$ cat src/rtl/spike_decoder_if.sv
// Handshake and result bundle between the spiking network readout and spike_decoder.
//   start      : one-cycle pulse; clears counters and begins a new inference
//   num_t      : timesteps per inference minus one, sampled on start
//   in_valid   : spike frame valid (network OUT_VALID)
//   in_spike   : spike frame, one bit per output neuron (network OUT_SPIKE)
//   busy       : decoder is accumulating or scanning
//   out_valid  : one-cycle pulse when out_class/out_max/out_tie are updated
//   out_class  : index of the neuron with the highest spike count
//   out_max    : spike count of the winning neuron
//   out_tie    : another neuron has a count equal to out_max
// master drives the frames (network / testbench); slave is the decoder.
interface spike_decoder_if #(
   parameter int unsigned IO_WIDTH  = 16,
   parameter int unsigned T_WIDTH   = 5,
   parameter int unsigned CNT_WIDTH = 6,
   parameter int unsigned CLS_WIDTH = 4
);
   logic                 start;
   logic [T_WIDTH-1:0]   num_t;
   logic                 in_valid;
   logic [IO_WIDTH-1:0]  in_spike;
   logic                 busy;
   logic                 out_valid;
   logic [CLS_WIDTH-1:0] out_class;
   logic [CNT_WIDTH-1:0] out_max;
   logic                 out_tie;

   modport master (
      output start, num_t, in_valid, in_spike,
      input  busy, out_valid, out_class, out_max, out_tie
   );

   modport slave (
      input  start, num_t, in_valid, in_spike,
      output busy, out_valid, out_class, out_max, out_tie
   );
endinterface

$ cat src/rtl/spike_decoder.sv
// Rate-coded output decoder for the spiking network.
// Accumulates per-neuron spike counts over num_t+1 valid frames, then scans the counts one
// neuron per cycle to find the argmax (lowest index wins ties) and reports it for one cycle.
// Ports:
//   clk    : clock
//   rst_n  : asynchronous active-low reset
//   bus    : spike_decoder_if slave (start/num_t/in_valid/in_spike in, busy/out_* out)
module spike_decoder #(
   parameter int unsigned IO_WIDTH  = 16,
   parameter int unsigned T_WIDTH   = 5,
   parameter int unsigned CNT_WIDTH = 6,
   parameter int unsigned CLS_WIDTH = 4
) (
   input logic            clk,
   input logic            rst_n,
   spike_decoder_if.slave bus
);

   localparam logic [CNT_WIDTH-1:0] CntMax  = {CNT_WIDTH{1'b1}};
   localparam logic [CLS_WIDTH-1:0] LastIdx = CLS_WIDTH'(IO_WIDTH - 1);

   typedef enum logic [1:0] {StIdle, StAcc, StScan, StDone} state_e;

   state_e               state_q, state_d;
   logic [CNT_WIDTH-1:0] cnt_q [IO_WIDTH];
   logic [CNT_WIDTH-1:0] cnt_acc [IO_WIDTH];
   logic [T_WIDTH-1:0]   frame_q;
   logic [T_WIDTH-1:0]   num_t_q;
   logic [CLS_WIDTH-1:0] scan_idx_q;
   logic [CNT_WIDTH-1:0] best_q, best_d;
   logic [CLS_WIDTH-1:0] best_idx_q, best_idx_d;
   logic                 tie_q, tie_d;
   logic [CLS_WIDTH-1:0] out_class_q;
   logic [CNT_WIDTH-1:0] out_max_q;
   logic                 out_tie_q;
   logic [CNT_WIDTH-1:0] scan_cnt;
   logic                 last_frame;
   logic                 scan_last;

   assign last_frame = bus.in_valid && (frame_q == num_t_q);
   assign scan_last  = (scan_idx_q == LastIdx);
   assign scan_cnt   = cnt_q[scan_idx_q];

   // ---------------------------------------------------------------------------------------
   // FSM: state register
   // ---------------------------------------------------------------------------------------
   always_ff @(posedge clk or negedge rst_n) begin
      if (!rst_n) begin
         state_q <= StIdle;
      end else begin
         state_q <= state_d;
      end
   end

   // FSM: next state. start overrides everything, including an in-flight scan.
   always_comb begin
      state_d = state_q;
      if (bus.start) begin
         state_d = StAcc;
      end else begin
         unique case (state_q)
            StIdle:  state_d = StIdle;
            StAcc:   if (last_frame) state_d = StScan;
            StScan:  if (scan_last) state_d = StDone;
            StDone:  state_d = StIdle;
            default: state_d = StIdle;
         endcase
      end
   end

   // FSM: outputs
   always_comb begin
      bus.busy      = (state_q == StAcc) || (state_q == StScan);
      bus.out_valid = (state_q == StDone);
   end

   // ---------------------------------------------------------------------------------------
   // Datapath
   // ---------------------------------------------------------------------------------------
   // Saturating increment of every counter whose neuron fired in this frame.
   always_comb begin
      for (int i = 0; i < IO_WIDTH; i++) begin
         if (bus.in_spike[i] && (cnt_q[i] != CntMax)) begin
            cnt_acc[i] = cnt_q[i] + CNT_WIDTH'(1);
         end else begin
            cnt_acc[i] = cnt_q[i];
         end
      end
   end

   // One argmax step. Strict '>' keeps the earlier (lower) index on equal counts.
   always_comb begin
      best_d     = best_q;
      best_idx_d = best_idx_q;
      tie_d      = tie_q;
      if (scan_idx_q == '0) begin
         best_d     = scan_cnt;
         best_idx_d = '0;
         tie_d      = 1'b0;
      end else if (scan_cnt > best_q) begin
         best_d     = scan_cnt;
         best_idx_d = scan_idx_q;
         tie_d      = 1'b0;
      end else if (scan_cnt == best_q) begin
         tie_d = 1'b1;
      end
   end

   always_ff @(posedge clk or negedge rst_n) begin
      if (!rst_n) begin
         for (int i = 0; i < IO_WIDTH; i++) begin
            cnt_q[i] <= '0;
         end
         frame_q     <= '0;
         num_t_q     <= '0;
         scan_idx_q  <= '0;
         best_q      <= '0;
         best_idx_q  <= '0;
         tie_q       <= 1'b0;
         out_class_q <= '0;
         out_max_q   <= '0;
         out_tie_q   <= 1'b0;
      end else if (bus.start) begin
         // Frame arriving with start is dropped; previous results are left untouched.
         for (int i = 0; i < IO_WIDTH; i++) begin
            cnt_q[i] <= '0;
         end
         frame_q    <= '0;
         num_t_q    <= bus.num_t;
         scan_idx_q <= '0;
      end else begin
         unique case (state_q)
            StAcc: begin
               if (bus.in_valid) begin
                  cnt_q   <= cnt_acc;
                  frame_q <= frame_q + T_WIDTH'(1);
                  if (last_frame) begin
                     scan_idx_q <= '0;
                  end
               end
            end
            StScan: begin
               best_q     <= best_d;
               best_idx_q <= best_idx_d;
               tie_q      <= tie_d;
               scan_idx_q <= scan_last ? '0 : scan_idx_q + CLS_WIDTH'(1);
               // Capture the final step directly so the result is visible while out_valid is high.
               if (scan_last) begin
                  out_class_q <= best_idx_d;
                  out_max_q   <= best_d;
                  out_tie_q   <= tie_d;
               end
            end
            default: ;
         endcase
      end
   end

   assign bus.out_class = out_class_q;
   assign bus.out_max   = out_max_q;
   assign bus.out_tie   = out_tie_q;

endmodule
$ cat src/flat_wrapper.sv
// flat-port wrapper written by rule: the top's interface ports become plain ports
module spike_decoder_flat 
#(
   parameter int unsigned IO_WIDTH  = 16,
   parameter int unsigned T_WIDTH   = 5,
   parameter int unsigned CNT_WIDTH = 6,
   parameter int unsigned CLS_WIDTH = 4
)
  (clk, rst_n, bus_start, bus_num_t, bus_in_valid, bus_in_spike, bus_busy, bus_out_valid, bus_out_class, bus_out_max, bus_out_tie);
  spike_decoder_if #(.IO_WIDTH(IO_WIDTH), .T_WIDTH(T_WIDTH), .CNT_WIDTH(CNT_WIDTH), .CLS_WIDTH(CLS_WIDTH)) bus_i ();
  input logic clk;
  input logic rst_n;
  input wire logic [$bits(bus_i.start)-1:0] bus_start;
  input wire logic [$bits(bus_i.num_t)-1:0] bus_num_t;
  input wire logic [$bits(bus_i.in_valid)-1:0] bus_in_valid;
  input wire logic [$bits(bus_i.in_spike)-1:0] bus_in_spike;
  output wire logic [$bits(bus_i.busy)-1:0] bus_busy;
  output wire logic [$bits(bus_i.out_valid)-1:0] bus_out_valid;
  output wire logic [$bits(bus_i.out_class)-1:0] bus_out_class;
  output wire logic [$bits(bus_i.out_max)-1:0] bus_out_max;
  output wire logic [$bits(bus_i.out_tie)-1:0] bus_out_tie;
  assign bus_i.start = bus_start;
  assign bus_i.num_t = bus_num_t;
  assign bus_i.in_valid = bus_in_valid;
  assign bus_i.in_spike = bus_in_spike;
  assign bus_busy = bus_i.busy;
  assign bus_out_valid = bus_i.out_valid;
  assign bus_out_class = bus_i.out_class;
  assign bus_out_max = bus_i.out_max;
  assign bus_out_tie = bus_i.out_tie;
  spike_decoder #(.IO_WIDTH(IO_WIDTH), .T_WIDTH(T_WIDTH), .CNT_WIDTH(CNT_WIDTH), .CLS_WIDTH(CLS_WIDTH)) u_core (.clk(clk), .rst_n(rst_n), .bus(bus_i));
endmodule
$ cat config.mk
export PLATFORM = sky130hd
export DESIGN_NAME = spike_decoder_flat
export DESIGN_NICKNAME = d
export VERILOG_FILES = /design/src/rtl/spike_decoder_if.sv /design/src/rtl/spike_decoder.sv /design/src/flat_wrapper.sv
export SDC_FILE = /design/constraint.sdc
export NUM_CORES = 1
export LEC_CHECK = 0
export ABC_AREA = 1
export BUFFER_PORTS_ARGS = -buffer_cell sky130_fd_sc_hd__buf_2
export CAP_MARGIN = 10
export CORE_MARGIN = 2
export CORE_UTILIZATION = 45
export CTS_BUF_LIST = sky130_fd_sc_hd__clkbuf_4
export DETAILED_ROUTE_END_ITERATION = 7
export GPL_TIMING_DRIVEN = 0
export PLACE_DENSITY_LB_ADDON = 0.15
export REMOVE_ABC_BUFFERS = 1
export SETUP_SLACK_MARGIN = 0.02
export SLEW_MARGIN = 20
export SYNTH_ARGS = -nofsm -noshare
export SYNTH_HDL_FRONTEND = slang
export SYNTH_SLANG_ARGS = --single-unit
$ cat constraint.sdc
create_clock -name clk -period 4.7 [get_ports clk]
set_input_delay 0.47 -clock clk [delete_from_list [all_inputs] [get_ports clk]]
set_output_delay 0.47 -clock clk [all_outputs]
set_load 0.01 [all_outputs]
==> reports/results.ini <==
[outcome]
run_status = completed

[cells_and_area]
finalNonFillerCells = 1443
finish.net_count = 1252
post_route_cells_drive_above_1_share = 0.0751
final.fill_count = 1877
finalInstanceArea_um2 = 8890
layout-area-overhead-vs-synth_pct = 6.98

[setup_path]
critical-path-top-delay-family = simple AND/OR/NAND/NOR gates
regToRegSetupSlack_ps = 1130
reg2regPathDepth = 17
worstPathMaxFanout = 46
critPathKind = reg2reg
r2r_end = u_core.bus.out_max[5]
worst_path_max_delay_cell = sky130_fd_sc_hd__inv_2
worst-endpoint-arrival_ps = 4000
crit_path_max_incr_delay_ps = 600
timing.critical_path.to_type = flip-flop
crit_required_ps = 5140
worstPathCellList = buf_12, inv_2, nand2_1, nand3_1, nand3_1, nand3_1, nand2_1, ha_1, nand2_1, nor2_1, nand3_1, nand2_2, nand2_4, inv_2, nand2_1, nand3_1, nand2_1
critical_path.reg2reg.startpoint = u_core.scan_idx_q[0]
critical_path.startpoint_type = flip-flop
cp_num_buf_inv = 3

[timing]
clock.fmax_mhz = 280
setup_viol_count_final = 0
worst_pin_slew_ps = 802
timing.final.crit_share = 0.759
unrepaired_setup_endpoints_after_global_routing = no
hold_viol_final = 0
timing.final.max_slew_violations = 0
final_critical_path_setup_slack_ps = 1130
layout_min_cycle_time_ps = 3570
finalClockSkew_ps = 23.2
slew_headroom = 0.463

[drt]
drt_pre_antenna_iters = 5
route.detailed.drc = 0
postRouteAntennaNets = 0
drt_iter0_drc = 469
totalWireLength_um = 19600
vias_per_cell = 5.18
dr_total_vias = 7474
drt-wirelength-per-cell_um = 13.6

[synth]
synth_simple_gate_area_frac = 0.359
synth-xor-area-share = 0.00738
synthAdderAreaFrac = 0.0421
yosys_register_bits = 134
postSynthAreaPerCell_um2 = 6.98
synthesis.area_um2 = 8310
synth_compound_area_frac = 0.0808
synthDominantCellAreaShare = 0.403
yosysTopAreaCell = sky130_fd_sc_hd__dfrtp_1
synthTopCellsByArea = sky130_fd_sc_hd__dfrtp_1, sky130_fd_sc_hd__nand2_1, sky130_fd_sc_hd__nand3_1, sky130_fd_sc_hd__inv_1, sky130_fd_sc_hd__ha_1
synthesis.instances = 1190
synth-warning-count = 0
seq_area_frac_synth = 0.403
synth_top_family_by_area = simple AND/OR/NAND/NOR gates
yosys-mux-area-fraction = 0
yosysUniqueCellTypes = 27

[power]
combPwrFrac = 0.328
share_seq_of_total_power = 0.414
power.switching_uw = 1310
p_leak_uw = 0.00438
p_clk_frac = 0.258
power.density_cell_area_nw_per_um2 = 380
ir_worst_vdd_mv = 0.190
power.internal_uw = 2070
switching_share = 0.388

[clock_network]
clkSlewWorstSetupHoldPaths_ps = 120
clock_tree_root_buffer_cell = sky130_fd_sc_hd__clkbuf_4
clk_path_buf_depth = 2
ctsHtreeMaxLevel = 4
post_cts_resize_count = 0
numCtsBuffers = 17
post-cts-setup-buffer-count = 0
tritoncts_num_sinks = 134
tritoncts = done
clk_latency_ps = 550

[global_routing]
first_global_vias = 6883
grt_max_degree = 85
total_congestion_overflow_after_global_routing = 0
global_route.usage.total = 0.209
grt_first_pass_wirelength_um = 33500
antenna_found_initial = 1

[min_path]
hold-path-cell-count = 3
timing.hold.worst.class = in2reg
whs_endpoint = u_core.num_t_q[0]
hp-start = bus_num_t[0]

[die]
placementRows = 49
fp.dieH_um = 140
coreArea_um2 = 18000
chipWidth_um = 140
io_pins = 38
initial_standard_cell_utilization_of_the_core = 0.461
design.die.area_um2 = 19600

[place]
portBuffers = 37
detailed_place.area_um2 = 8540
half_perimeter_wire_length_of_the_detailed_placement_result_um = 13300
placedCellCount = 1407
preCtsSetupSlack_ps = 745
gp_congestion = 0.829

[job]
cap_violations = 0

per-stage QoR:
step / utilization / setup TNS (ps) / power (uW) / hold slack [ps]
after floorplan: - / 0 / 2210 / 174
after global placement: 0.469 / -24510 / 2510 / 461
after detailed placement: 0.474 / 0 / 2530 / 418
after CTS: 0.492 / 0 / 3410 / 79.3
after global routing: 0.493 / 0 / 3680 / 74.3
final: 0.493 / 0 / 3380 / 124
cell usage after synthesis:
master	number
sky130_fd_sc_hd__nand2_1	349
sky130_fd_sc_hd__nand3_1	202
sky130_fd_sc_hd__inv_1	138
sky130_fd_sc_hd__dfrtp_1	134
sky130_fd_sc_hd__nor2_1	72
sky130_fd_sc_hd__o21ai_0	66
sky130_fd_sc_hd__a21oi_1	39
sky130_fd_sc_hd__ha_1	28
sky130_fd_sc_hd__nor3_1	28
sky130_fd_sc_hd__nand4_1	27
sky130_fd_sc_hd__buf_2	25
sky130_fd_sc_hd__buf_4	16
sky130_fd_sc_hd__o21ai_1	15
sky130_fd_sc_hd__inv_2	12
sky130_fd_sc_hd__xor2_1	7
sky130_fd_sc_hd__buf_6	6
sky130_fd_sc_hd__o211ai_1	6
sky130_fd_sc_hd__clkbuf_1	5
sky130_fd_sc_hd__nand3b_1	4
sky130_fd_sc_hd__nand2_2	2
sky130_fd_sc_hd__nor2_2	2
sky130_fd_sc_hd__o22ai_1	2
sky130_fd_sc_hd__a31oi_1	1
sky130_fd_sc_hd__nand2_4	1
sky130_fd_sc_hd__nor3b_1	1
sky130_fd_sc_hd__nor4_1	1
sky130_fd_sc_hd__o21bai_1	1
timing repair:
item	4_1_cts	5_1_grt
hold buffers	1	0
hold endpoints to repair	50	0
endpoints found under the setup margin	0	0
power by group through the flow:
stage	logic, uW	registers, uW	clock network, uW
after floorplan	804	1410	0
after CTS	1110	1400	897
after global placement	1060	1440	0
after detailed placement	1110	1420	0
final	1110	1400	873
after global routing	1310	1420	945
sequential cells by signal (all words and copies together), names as in the netlist:
| register | flops |
|---|---|
| u_core.bus.out_tie | 1 |
| u_core.frame_q | 5 |
| u_core.best_q | 6 |
| u_core.bus.out_class | 4 |
| u_core.bus.out_max | 6 |
| u_core.tie_q | 1 |
| u_core.scan_idx_q | 4 |
| u_core.num_t_q | 5 |
| u_core.state_q | 2 |
| u_core.cnt_q | 96 |
| u_core.best_idx_q | 4 |
how the worst max path moves through the flow:
| stage | start | end | cells past startpoint |
|---|---|---|---|
| detailed placement | u_core.scan_idx_q[1] | u_core.bus.out_max[5] | 15 |
| floorplan | u_core.scan_idx_q[0] | u_core.bus.out_max[0] | 19 |
| global placement | bus_start | u_core.cnt_q[45] | 6 |
| finish | u_core.scan_idx_q[0] | u_core.bus.out_max[5] | 17 |
| global route | u_core.scan_idx_q[0] | u_core.bus.out_max[4] | 17 |
| CTS | u_core.scan_idx_q[1] | u_core.bus.out_max[5] | 15 |
cells by family after synthesis:
kind of cell / Yosys count
and+or+nand+nor: 689
buffers and inverters: 202
DFF: 134
AOI/OAI and AO/OA: 130
adders and majority gates: 28
xor gates and xnor gates: 7
cell type report:
cell class	instances	area [um2]	area share
sequential	134	3350	0.377
clock inverter	14	184	0.0207
inverter	150	568	0.0639
timing repair buffer	42	295	0.0332
clock buffer	18	135	0.0152
antenna	2	5.00	0.000563
tap	229	287	0.0322
multi-input combinational	854	4060	0.457
layer usage:
layer  GRT usage  wire length [um]  share of wire
met1       0.291              9420           0.48
met2       0.341              9230           0.47
met4      0.0489               221          0.011
met3      0.0403               764          0.039
met5           0                 0              0
placed cells by master, fill, tap and decap left out, types with 2 or more instances in the layout:
cell type,n
sky130_fd_sc_hd__o21ai_0,66
sky130_fd_sc_hd__inv_2,12
sky130_fd_sc_hd__buf_8,2
sky130_fd_sc_hd__nor2_2,2
sky130_fd_sc_hd__clkinvlp_4,3
sky130_fd_sc_hd__nand2_2,2
sky130_fd_sc_hd__inv_1,137
sky130_fd_sc_hd__o211ai_1,6
sky130_fd_sc_hd__nand4_1,27
sky130_fd_sc_hd__ha_1,28
sky130_fd_sc_hd__nand3_1,202
sky130_fd_sc_hd__diode_2,2
sky130_fd_sc_hd__clkinv_4,2
sky130_fd_sc_hd__o21ai_1,15
sky130_fd_sc_hd__nor2_1,72
sky130_fd_sc_hd__buf_2,36
sky130_fd_sc_hd__clkinv_2,4
sky130_fd_sc_hd__o22ai_1,2
sky130_fd_sc_hd__nor3_1,28
sky130_fd_sc_hd__nand2_1,349
sky130_fd_sc_hd__nand3b_1,4
sky130_fd_sc_hd__dfrtp_1,133
sky130_fd_sc_hd__a21oi_1,39
sky130_fd_sc_hd__bufinv_16,4
sky130_fd_sc_hd__xor2_1,7
sky130_fd_sc_hd__buf_16,2
sky130_fd_sc_hd__clkbuf_4,18
worst register-to-register path, delay by kind of cell, from the launching register on:
family,cells,cell delay [ps]
simple gates,13,1610
flops,1,590
fa+ha+maj,1,270
buf+inv,3,1010
No activity file was read; power rests on OpenSTA's default activity.
